<file path="src/rtl/fan_ctrl_pkg.sv">
// fan_ctrl_pkg: shared state encoding for the ramped fan speed controller
package fan_ctrl_pkg;
  localparam int STATE_W = 3;
  typedef enum logic [STATE_W-1:0] {
    ST_IDLE     = 3'd0,
    ST_ACTIVE   = 3'd1,
    ST_DWELL    = 3'd2,
    ST_OVERRIDE = 3'd3,
    ST_FAULT    = 3'd4
  } fan_state_t;
endpackage

</file>
<file path="src/rtl/fan_level_map.sv">
// fan_level_map: maps a temperature error to a fan speed level, saturating at full speed
module fan_level_map #(
  parameter int TEMP_W  = 7,
  parameter int SPEED_W = 2,
  parameter int STEP    = 5
) (
  input  logic [TEMP_W:0]    delta,
  output logic [SPEED_W-1:0] level
);
  localparam logic [TEMP_W:0]   STEP_V  = (TEMP_W+1)'(STEP);
  localparam logic [TEMP_W+1:0] MAX_SPD = (TEMP_W+2)'((1 << SPEED_W) - 1);
  logic [TEMP_W+1:0] raw;
  // one level per STEP degrees of error, the first level starting at one degree
  always_comb begin
    raw   = {1'b0, delta / STEP_V} + (TEMP_W+2)'(1);
    level = (delta == '0) ? '0 : (raw >= MAX_SPD) ? '1 : raw[SPEED_W-1:0];
  end
endmodule

</file>
<file path="src/rtl/ramped_fan_speed_controller.sv">
// ramped_fan_speed_controller: one-level-at-a-time fan ramp with dwell, manual override and sensor watchdog
module ramped_fan_speed_controller
  import fan_ctrl_pkg::*;
#(
  parameter int TEMP_W      = 7,
  parameter int SPEED_W     = 2,
  parameter int STEP        = 5,
  parameter int HYST        = 2,
  parameter int DWELL_CYC   = 4,
  parameter int TIMEOUT_CYC = 16
) (
  input  logic               clk,
  input  logic               reset_n,
  input  logic               temp_valid,
  input  logic [TEMP_W-1:0]  temperature_reading,
  input  logic [TEMP_W-1:0]  temperature_setpoint,
  input  logic               manual_override,
  input  logic [SPEED_W-1:0] override_speed,
  output logic               speed_set,
  output logic [SPEED_W-1:0] current_fan_speed,
  output logic [2:0]         current_state,
  output logic               sensor_fault
);
  localparam logic [SPEED_W-1:0] MAX_SPD = '1;
  localparam int DW_W = (DWELL_CYC > 1) ? $clog2(DWELL_CYC) : 1;
  localparam logic [DW_W-1:0] DW_LAST = DW_W'(DWELL_CYC - 1);
  localparam int WD_W = $clog2(TIMEOUT_CYC + 1);
  localparam logic [WD_W-1:0] WD_MAX  = WD_W'(TIMEOUT_CYC);
  localparam logic [WD_W-1:0] WD_LAST = WD_W'(TIMEOUT_CYC - 1);
  localparam logic [TEMP_W:0] HYST_V  = (TEMP_W+1)'(HYST);

  logic [TEMP_W-1:0]  sample;
  logic [TEMP_W:0]    delta, down_delta;
  logic [SPEED_W-1:0] up_target, down_target, nxt_speed;
  logic [DW_W-1:0]    dwell, nxt_dwell;
  logic [WD_W-1:0]    wd;
  logic               fault_now;
  fan_state_t         state, nxt_state;

  assign current_state = state;

  // positive error only; hysteresis widens the error seen by the downward decision,
  // except at or below setpoint where the fan is allowed to switch off
  always_comb begin
    delta      = (sample > temperature_setpoint) ? {1'b0, sample} - {1'b0, temperature_setpoint} : '0;
    down_delta = (delta == '0) ? '0 : (delta > ~HYST_V) ? '1 : delta + HYST_V;
  end

  fan_level_map #(.TEMP_W(TEMP_W), .SPEED_W(SPEED_W), .STEP(STEP)) u_up (
    .delta (delta),
    .level (up_target)
  );

  fan_level_map #(.TEMP_W(TEMP_W), .SPEED_W(SPEED_W), .STEP(STEP)) u_down (
    .delta (down_delta),
    .level (down_target)
  );

  // fault holds until the next valid reading, so a latched flag keeps it asserted
  assign fault_now = !temp_valid && (sensor_fault || wd >= WD_LAST);

  // capture valid readings and count idle cycles since the last one
  always_ff @(posedge clk or negedge reset_n) begin
    if (!reset_n) begin
      sample <= '0;
      wd     <= '0;
    end else begin
      sample <= temp_valid ? temperature_reading : sample;
      wd     <= temp_valid ? '0 : (wd == WD_MAX) ? wd : wd + WD_W'(1);
    end
  end

  // override beats fault beats automatic ramping; automatic steps are single levels followed by a dwell
  always_comb begin
    nxt_state = state;
    nxt_speed = current_fan_speed;
    nxt_dwell = dwell;
    if (manual_override) begin
      nxt_state = ST_OVERRIDE;
      nxt_speed = override_speed;
    end else if (fault_now) begin
      nxt_state = ST_FAULT;
      nxt_speed = MAX_SPD;
    end else if (state == ST_OVERRIDE || state == ST_FAULT) begin
      nxt_state = ST_DWELL;
      nxt_dwell = '0;
    end else if (state == ST_DWELL) begin
      nxt_state = (dwell != DW_LAST) ? ST_DWELL : (current_fan_speed == '0) ? ST_IDLE : ST_ACTIVE;
      nxt_dwell = (dwell != DW_LAST) ? dwell + DW_W'(1) : dwell;
    end else if (up_target > current_fan_speed) begin
      nxt_state = ST_DWELL;
      nxt_speed = current_fan_speed + SPEED_W'(1);
      nxt_dwell = '0;
    end else if (down_target < current_fan_speed) begin
      nxt_state = ST_DWELL;
      nxt_speed = current_fan_speed - SPEED_W'(1);
      nxt_dwell = '0;
    end
  end

  // controller state and registered outputs
  always_ff @(posedge clk or negedge reset_n) begin
    if (!reset_n) begin
      state             <= ST_IDLE;
      current_fan_speed <= '0;
      dwell             <= '0;
      speed_set         <= 1'b0;
      sensor_fault      <= 1'b0;
    end else begin
      state             <= nxt_state;
      current_fan_speed <= nxt_speed;
      dwell             <= nxt_dwell;
      speed_set         <= nxt_speed != current_fan_speed;
      sensor_fault      <= fault_now;
    end
  end
endmodule

</file>
<file path="config.mk">
export PLATFORM = sky130hd
export DESIGN_NAME = ramped_fan_speed_controller
export DESIGN_NICKNAME = d
export VERILOG_FILES = /design/src/rtl/fan_ctrl_pkg.sv /design/src/rtl/fan_level_map.sv /design/src/rtl/ramped_fan_speed_controller.sv
export SDC_FILE = /design/constraint.sdc
export NUM_CORES = 1
export LEC_CHECK = 0
export ABC_AREA = 1
export CELL_PAD_IN_SITES_DETAIL_PLACEMENT = 1
export CELL_PAD_IN_SITES_GLOBAL_PLACEMENT = 1
export CORE_ASPECT_RATIO = 0.8
export CORE_MARGIN = 8
export CORE_UTILIZATION = 40
export DETAILED_ROUTE_END_ITERATION = 10
export PLACE_DENSITY = 0.74
export SLEW_MARGIN = 20
export SYNTH_ARGS = -nofsm -noshare
export SYNTH_HDL_FRONTEND = slang
export SYNTH_SLANG_ARGS = --single-unit
</file>
<file path="constraint.sdc">
create_clock -name clk -period 7 [get_ports clk]
set_clock_uncertainty 0.05 [all_clocks]
set_input_delay 1.4 -clock clk [delete_from_list [all_inputs] [get_ports clk]]
set_output_delay 1.4 -clock clk [all_outputs]
set_load 0.1 [all_outputs]
</file>
==> flow_summary.toml, run 1 <==
[cells_and_area]
fillCellCount = 893
fin_nets = 653
antenna_cells = 0
drive_above_1_share_pct = 54.4
instances_no_fill = 710
synthToLayoutAreaGrowth_pct = 68.7

[worst_setup_path]
rr_endpoint = "speed_set"
critPathLaunch = "temperature_setpoint[0]"
worst_path_most_repeated_cell = "nand2_4"
worst_setup_path_start_kind = "input pin"
r2r_slack_ns = -0.16
reg2regPathDepth = 57
critPathRequiredTime_ns = 7.15
worstSetupPathType = "in2reg"
rr_startpoint = "sample[0]"
path_max_fanout = 5
critPathMaxStageDelay_ns = 0.38
cp_slowest_cell = "fa_2"
end_kind = "flop"
worst-endpoint-arrival_ns = 8.00

[hold_path]
hp-class = "reg2reg"
hold_depth = 2
min_from = "dwell[1]"
hold-path-endpoint = "dwell[1]"

[global_route]
track_usage_pct = 24.2
grt_pass1_vias = 4080
grt_pass1_wl_um = 20900
grt_max_degree = 22
grt_antenna_before_repair = 0
gr-total-overflow = 0

[status]
outcome = "finished with violations"
violations = "setup timing"

[synth]
ys_ff_latch = 21
yosysWarningCount = 0
ys_types = 43
seq_area_frac_synth_pct = 17.1
netlist_area_mm2 = 0.00307
syn_nets = 492
synth.avg_cell_area_um2 = 6.89
postSynthCellCount = 445

[drt]
drc_errors = 0
num_vias = 4116
wirelength_um = 18000
wl_per_cell_um = 25.3
vias_per_cell = 5.80
dr.pass1.iters = 5
drt-initial-drc-count = 230
detail-route-antenna-nets = 0

[floorplan]
io_pins = 27
fp.dieArea_mm2 = 0.0107
die_w_um = 114
initial_core_util_pct = 41.3
die_height_um = 94.3
core_mm2 = 0.00743
rows = 28

[power_and_ir_drop]
irDropWorstVdd_uv = 623
powerDensity_mw_per_mm2 = 564
finalPower_mw = 2.92
leakage_nw = 2.57

[place]
place_ws_ns = -0.818
gp_congestion = 0.821
io_buffers = 26
dpl.hpwl_um = 7930
dp.cells = 664

[timing]
rsz0062_at_grt = "yes"
worst_pin_slew_ns = 1.01
fmax_mhz = 127
fin_ws_ns = -0.844
period_share_pct = 112
drv_slew = 0
fin_crit_ns = 7.84
relSlewSlack_pct = 32.7
setup_viol_count_final = 8
tns_ns = -5.45
hold_viol = 0

[clocking]
cts_sinks = 21
clockBufferDepth = 2
htree_levels = 1
clkTransAtPathRegs_ns = 0.09
hold_buffers = 0
cts_tree = "built"
cts-root-buf = "clkbuf_8"
cts_made_buffers = 3
worstSkewPairLatency_ns = 0.29

[run]
drv_cap = 0
per-layer routing:
metal | part of all wire [%] | global-route usage [%] | up-vias | wire, µm
met5 | 0 | 0 | - | 0
met3 | 5.3 | 3.40 | 120 | 950
met2 | 49 | 44.2 | 226 | 8840
met1 | 38 | 29.3 | 2031 | 6780
li1 | - | - | 1739 | -
met4 | 7.8 | 6.08 | 0 | 1400
stage by stage:
step | cell area, µm² | hold WS (ns) | utilization, %
final | 5170 | 0.517 | 69.7
after global routing | 5170 | 0.523 | 69.7
after CTS | 4730 | 0.465 | 63.7
after detailed placement | 4220 | 0.419 | 56.8
after global placement | 4220 | 0.419 | 56.8
after floorplan | 3160 | 0.396 | -
layout make-up:
type                       count  area [µm²]  share of cell area, %
clock buffer                   3        41.3                  0.798
timing repair buffer         158        1280                   24.8
tap                          105         131                   2.54
multi-input combinational    336        2850                   55.0
sequential                    21         526                   10.2
inverter                      86         343                   6.63
clock inverter                 1        5.00                 0.0967
worst max path at each step:
stage,to,slack [ns],cells after the start
final,speed_set,-0.84,57
after global routing,speed_set,-1.08,57
after CTS,speed_set,0.0004,50
after detailed placement,speed_set,-0.82,55
after global placement,speed_set,-0.56,52
after floorplan,speed_set,-0.03,56
logic make-up after synthesis:
group | after synthesis | share of synthesized area, %
xor+xnor | 8 | 3.39
compound gates | 50 | 11.4
buf+inv | 88 | 10.9
fa+ha+maj | 27 | 11.3
flops | 21 | 17.1
simple gates | 251 | 45.9
cells in the mapped netlist:
library cell  count  area (µm²)
nand3b_1          2        15.0
inv_2            17        63.8
o2111ai_2         1        15.0
or2_2             2        12.5
nor2_4            7        78.8
a21oi_1          10        50.1
nand2_8           2        40.0
o21ai_2           3        26.3
inv_1            68         255
o41ai_1           1        8.76
nand3_4           4        70.1
nand4_1          11        68.8
a31oi_4           1        21.3
a21oi_4           1        16.3
nand3_2           7        70.1
dfrtp_1          21         526
nor2_8            2        40.0
o21bai_1          3        22.5
xor2_1            4        35.0
clkbuf_1          2        7.51
nor2_1           31         116
nor2_2            6        37.5
xnor2_1           1        8.76
nand2_2          24         150
nand2_1         100         375
o21a_1            1        7.51
xor2_4            1        27.5
o2111ai_1         1        8.76
nor4_1            1        6.26
inv_4             1        6.26
xor2_2            2        32.5
nand2_4           8        90.1
nand4_4           1        21.3
nor3_1            6        30.0
o21ai_0          14        70.1
o211ai_2          1        12.5
or2_1             1        6.26
ha_1             26         325
fa_1              1        20.0
nand3_1          36         180
o211ai_1          3        22.5
a21oi_2           5        43.8
o21ai_1           5        25.0
sequential cells by signal (all words and copies together) (netlist names):
name,flops
sample,7
wd,5
current_state,3
current_fan_speed,2
dwell,2
sensor_fault,1
speed_set,1
layout by cell type, fill, tap and decap left out, types with 3 or more instances in the layout:
cell type,synthesis,routed
buf_4,0,125
nand2_1,100,74
inv_1,68,53
nand2_2,24,34
inv_2,17,25
nor2_1,31,24
nand3_1,36,23
nand2_4,8,23
dfrtp_1,21,21
clkdlybuf4s50_1,0,18
nor2_4,7,13
nand3_2,7,13
ha_1,26,13
ha_4,0,12
nand3_4,4,11
nand4_1,11,11
inv_4,1,8
o21ai_2,3,8
o21ai_0,14,8
a21oi_2,5,7
a21oi_1,10,7
nor2_2,6,7
buf_6,0,6
o21ai_1,5,5
dlygate4sd2_1,0,5
xor2_4,1,4
nand2_8,2,3
nor3_2,0,3
nor3_1,6,3
o211ai_1,3,3
clkbuf_8,0,3
timing repair:
item	4_1_cts	5_1_grt
gates resized for setup	74	70
buffers inserted	25	17
pin swaps	66	66
endpoints found under the setup margin	8	8
report_power, final:
part           switching, mW  internal (mW)
Combinational           1.54           1.13
Sequential            0.0176          0.136
Clock                 0.0519         0.0400
worst max-delay path, delay by kind of cell:
kind	cells	cell delay [ns]
AO/OA/AOI/OAI	3	0.55
AND/OR/NAND/NOR	38	3.84
buffers and inverters	9	0.67
adder cells (fa/ha/maj)	6	1.32
XOR/XNOR	1	0.19
No activity file was read; power rests on OpenSTA's default activity.
==> inputs of run 2 (changes only) <==
--- a/config.mk
+++ b/config.mk
@@ -13,6 +13,7 @@
 export CORE_UTILIZATION = 40
 export DETAILED_ROUTE_END_ITERATION = 10
 export PLACE_DENSITY = 0.74
+export RECOVER_POWER = 25
 export SLEW_MARGIN = 20
 export SYNTH_ARGS = -nofsm -noshare
 export SYNTH_HDL_FRONTEND = slang
==> constraint.sdc (replaced) <==
create_clock -name clk -period 7 [get_ports clk]
set_clock_uncertainty 0.05 [all_clocks]
set_input_delay 1.4 -clock clk [delete_from_list [all_inputs] [get_ports clk]]
set_output_delay 1.4 -clock clk [all_outputs]
set_load 0.05 [all_outputs]
==> flow_summary.toml, run 2 (same netlist as run 1, synthesis figures left out) <==
[worst_setup_path]
rr_endpoint = "speed_set"
cpLargestDelayFamily = "simple AND/OR/NAND/NOR gates"
end_kind = "flop"
worst-endpoint-arrival_ns = 8.08
worstSetupPathType = "in2reg"
reg2regPathDepth = 56
cp_slowest_cell = "nor4_4"
critPathMaxStageDelay_ns = 0.35
worst_setup_path_start_kind = "input pin"
critPathRequiredTime_ns = 7.10
worst_path_most_repeated_cell = "nand2_2"
r2r_slack_ns = -0.20
critPathBufInv = 14
rr_startpoint = "sample[0]"
path_max_fanout = 5

[drt]
drc_errors = 0
dr.pass1.iters = 4
wl_per_cell_um = 25.7
detail-route-antenna-nets = 0
wirelength_um = 18500
drt-initial-drc-count = 294
num_vias = 4212
vias_per_cell = 5.84

[hold_path]
hold-path-endpoint = "dwell[1]"
hold_depth = 2
hp-class = "reg2reg"
min_from = "dwell[1]"

[global_route]
grt_pass1_wl_um = 22000
grt_max_degree = 22
track_usage_pct = 25.5
grt_pass1_vias = 4246
grt_antenna_before_repair = 0
gr-total-overflow = 0

[place]
placed_cell_area_mm2 = 0.00424
gp_congestion = 0.842
dpl.hpwl_um = 7810
dp.cells = 666
io_buffers = 26
place_ws_ns = -1.03

[timing]
relSlewSlack_pct = 22.3
fmax_mhz = 125
fin_ws_ns = -0.983
rsz0062_at_grt = "yes"
setup_viol_count_final = 8
hold_viol = 0
drv_slew = 0
period_share_pct = 114
fin_crit_ns = 7.98
worst_pin_slew_ns = 1.17
tns_ns = -6.61

[clocking]
cts_tree = "built"
cts-root-buf = "clkbuf_8"
cts_sinks = 21
htree_levels = 1
worstSkewPairLatency_ns = 0.26
clkTransAtPathRegs_ns = 0.08
cts_made_buffers = 3
clockBufferDepth = 2

[cells_and_area]
fillCellCount = 910
largest_reg_flops = 7
final_cell_mix = "136 x buf_4, 67 x nand2_1, 54 x inv_1, 43 x nand2_2, 28 x inv_2"
final_area_mm2 = 0.00516
synthToLayoutAreaGrowth_pct = 68.1
regArea_um2 = 526
multi_input_area_mm2 = 0.00277
fin_nets = 664
mostFrequentLayoutCell = "buf_4"
antenna_cells = 0
regMostFlops = "sample"
instances_no_fill = 721
drive_above_1_share_pct = 55.0
final_core_util_pct = 69.4

[floorplan]
initial_core_util_pct = 41.3
die_height_um = 94.3
io_pins = 27
rows = 28
die_w_um = 114
fp.dieArea_mm2 = 0.0107
core_mm2 = 0.00743

[power_and_ir_drop]
irDropWorstVdd_uv = 688
powerDensity_mw_per_mm2 = 589
leakage_nw = 2.58

[status]
outcome = "finished with violations"
violations = "setup timing"

[run]
drv_cap = 0
## run 2: cell type report
| type | count | share of cell area (%) |
|---|---|---|
| multi-input cells | 336 | 53.7 |
| repair buffers | 169 | 26.2 |
| flip-flops and latches | 21 | 10.2 |
| inverters | 86 | 6.45 |
| well taps | 105 | 2.55 |
| clock buffers | 4 | 0.874 |
## run 2: how the worst max path moves through the flow
stage                            startpoint        end  slack [ns]  depth (start not counted)
finish              temperature_setpoint[2]  speed_set       -0.98                         61
global placement    temperature_setpoint[0]  speed_set       -0.77                         55
floorplan           temperature_setpoint[0]  speed_set      -0.003                         55
global route        temperature_setpoint[0]  speed_set       -1.25                         56
CTS                 temperature_setpoint[0]   dwell[0]      0.0006                         57
detailed placement  temperature_setpoint[0]  speed_set       -1.03                         55
## run 2: layer usage
layer / vias up / wire length [µm] / GRT usage [%]
met5: - / 0 / 0
met4: 0 / 1310 / 8.51
met2: 251 / 9360 / 46.7
met3: 114 / 970 / 3.92
met1: 2083 / 6890 / 30.0
li1: 1764 / - / -
## run 2: what timing repair did
item | CTS | global route
hold buffers | 0 | 0
setup buffers | 34 | 18
gates resized for setup | 77 | 53
pin swaps | 79 | 70
endpoints found under the setup margin | 8 | 8
## run 2: worst min-delay path: stages (launching register included)
cell and delay (ns):
dfrtp_1 0.38, nand2_2 0.07, o21ai_2 0.06
## run 2: power breakdown
| group | total [mW] | internal (mW) | leakage (nW) | switching, mW |
|---|---|---|---|---|
| combinational | 2.80 | 1.23 | 2.30 | 1.57 |
| sequential | 0.153 | 0.136 | 0.258 | 0.0168 |
| clock | 0.0815 | 0.0406 | 0.0228 | 0.0409 |
## run 2: metrics by stage
stage	hold slack [ns]	total power, mW
floorplan	0.396	1.18
global placement	0.420	1.73
detailed placement	0.425	1.80
CTS	0.506	2.32
global route	0.489	3.15
finish	0.495	3.03
==> variant 1: new RTL, settings of run 1 <==
Take the reset off `sample` and load it in a clocked block of its own.
--- a/src/rtl/ramped_fan_speed_controller.sv
+++ b/src/rtl/ramped_fan_speed_controller.sv
@@ -62,12 +62,14 @@
   // capture valid readings and count idle cycles since the last one
   always_ff @(posedge clk or negedge reset_n) begin
     if (!reset_n) begin
-      sample <= '0;
       wd     <= '0;
     end else begin
-      sample <= temp_valid ? temperature_reading : sample;
       wd     <= temp_valid ? '0 : (wd == WD_MAX) ? wd : wd + WD_W'(1);
     end
+  end
+
+  always_ff @(posedge clk) begin
+    sample <= temp_valid ? temperature_reading : sample;
   end
 
   // override beats fault beats automatic ramping; automatic steps are single levels followed by a dwell
Check against the original RTL: not equivalent (a bounded check fails within 4 cycles, from zero or initial values and one cycle with reset_n low).
==> variant 1 against run 1 <==
  * The flow now stops in 4_1_cts
  * Synthesized area is 5.4% lower
==> variant 1: results (changes against run 1) <==
Synth cell types=45 (+4.7%); Post-Synth Adder-Cell Area=0.119 (+0.00646); Synth async-reset ratio=0.667 (-0.333); Net Count, Synth=469 (-4.7%); flip-flop and latch count after synthesis=21 (unchanged); mux contribution to synthesized area=0 (unchanged); Post-synth top cells=nand2_1, inv_1, nand3_1; PostCTS Resize Cnt=93 (+26%); Err=[ERROR DPL-0033] detailed placement checks failed during check placement.; CTS Buffer Depth=2 (unchanged); # Post-CTS Setup Buffers=55 (+120%); synth top area cells=dfrtp_1, nand2_1, ha_1, inv_1, edfxtp_1; htree depth=1 (unchanged); Compound-Gate Fraction of Synth Area=0.117 (+0.00267); Seq/Total Area, Yosys=0.193 (+0.0219); PortBufs=26 (unchanged); Post-synth EDFFs=7 (+7); post-DP HPWL=7980 um (+0.62%); Yosys warning count=0 (unchanged); CTS Buf Count=3 (unchanged); status=stopped before the end; placer congestion estimate=0.801 (-2.5%); Root Driver=clkbuf_8; Failed at=4_1_cts; XOR/XNOR share of the synthesized area=0.0259 (-0.00798); pre-CTS worst setup slack=-1.08 ns (-0.262 ns)
-- variant 1: cell types whose count changed after synthesis, moves of 3 or more --
cell and delta:
inv_2 +3, dfrtp_1 -7, edfxtp_1 +7, o21bai_1 -3, a21oi_1 +4, nand3_1 +6, nand2_4 -3, nand2_1 -12
o21ai_2 -3, nor2_1 -7
-- variant 1: metrics by stage --
stage               hold WS, ns  instances  utilization  setup TNS (ns)  cell area, um^2
global placement          0.437        634        0.585           -4.41             4070
detailed placement        0.447        634        0.585           -7.68             4070
floorplan                 0.413        422            -         -0.0503             2950
-- variant 1: cells by family after synthesis --
family,after synthesis
AOI/OAI and AO/OA,51
xor gates and xnor gates,6
and+or+nand+nor,230
adders and majority gates,27
DFF,21
buffers and inverters,87
==> variant 2: new RTL, settings of run 1 <==
Made on the original files. Set the parameter `TIMEOUT_CYC` to 32 (it was 16).
--- a/src/rtl/ramped_fan_speed_controller.sv
+++ b/src/rtl/ramped_fan_speed_controller.sv
@@ -7,7 +7,7 @@
   parameter int STEP        = 5,
   parameter int HYST        = 2,
   parameter int DWELL_CYC   = 4,
-  parameter int TIMEOUT_CYC = 16
+  parameter int TIMEOUT_CYC = 32
 ) (
   input  logic               clk,
   input  logic               reset_n,
Formal check against the unedited RTL: same outputs for any inputs over 10 cycles, from zero or initial values and one cycle with reset_n low; that may be too few to reach the edited logic, so the function may still have changed.
==> variant 2 against run 1 <==
  * The flow now stops in 5_1_grt
  * Synthesized area down 4.3%
==> variant 2: results (changes against run 1) <==
pre-CTS worst setup slack=-1.01 ns (-0.188 ns); Yosys warning count=0 (unchanged); Synth async-reset ratio=1.00 (unchanged); post-DP HPWL=7900 um (-0.37%); Synth cell types=47 (+9.3%); antenna violations before repair=0; CTS Buffer Depth=2 (unchanged); Root Driver=clkbuf_8; Err=[ERROR DPL-0033] detailed placement checks failed during check placement.; placer congestion estimate=0.842 (+2.4%); CTS Buf Count=3 (unchanged); Synth top area share=0.188 (+0.0163); Failed at=5_1_grt; Net Count, Synth=477 (-3.0%); Worst EP post-GRT repair=speed_set$_DFF_PN0_/D; htree depth=1 (unchanged); Top FF cell, synth=dfrtp_1; area post-placement=4060 um^2 (-3.6%); status=stopped before the end; synth top area cells=dfrtp_1, nand2_1, ha_1, inv_1, nand3_1; PortBufs=26 (unchanged); flip-flop and latch count after synthesis=22 (+4.8%); synthesized area=2930 um^2 (-4.3%); Seq/Total Area, Yosys=0.188 (+0.0163); Post-synth top cells=nand2_1, inv_1, nand3_1; Worst End Pin Type=sequential cell input; largest net degree at the start of global routing=23
variant 2: cell count changes after synthesis, sizes merged, moves of 2 or more:
cell,before,now
a21oi,16,18
inv,86,83
nand2,134,130
nand4,12,10
nor2,46,32
variant 2: per-stage QoR:
stage	hold slack (ns)	cells
3_5_place_dp	0.418	639
3_3_place_gp	0.416	639
4_1_cts	0.465	679
2_1_floorplan	0.396	431
variant 2: cell families after synthesis:
group / count (synthesis) / share of synthesized area
AND/OR/NAND/NOR: 234 / 0.444
buffers and inverters: 84 / 0.108
AO/OA/AOI/OAI: 56 / 0.116
adder cells (fa/ha/maj): 26 / 0.113
flip-flops: 22 / 0.188
XOR/XNOR: 8 / 0.0264
multiplexers: 1 / 0.00384
variant 2: repair_timing:
item	4_1_cts
buffers inserted	37
setup endpoints to repair	8
pin swaps	66
gates cloned	0
resized for setup	76
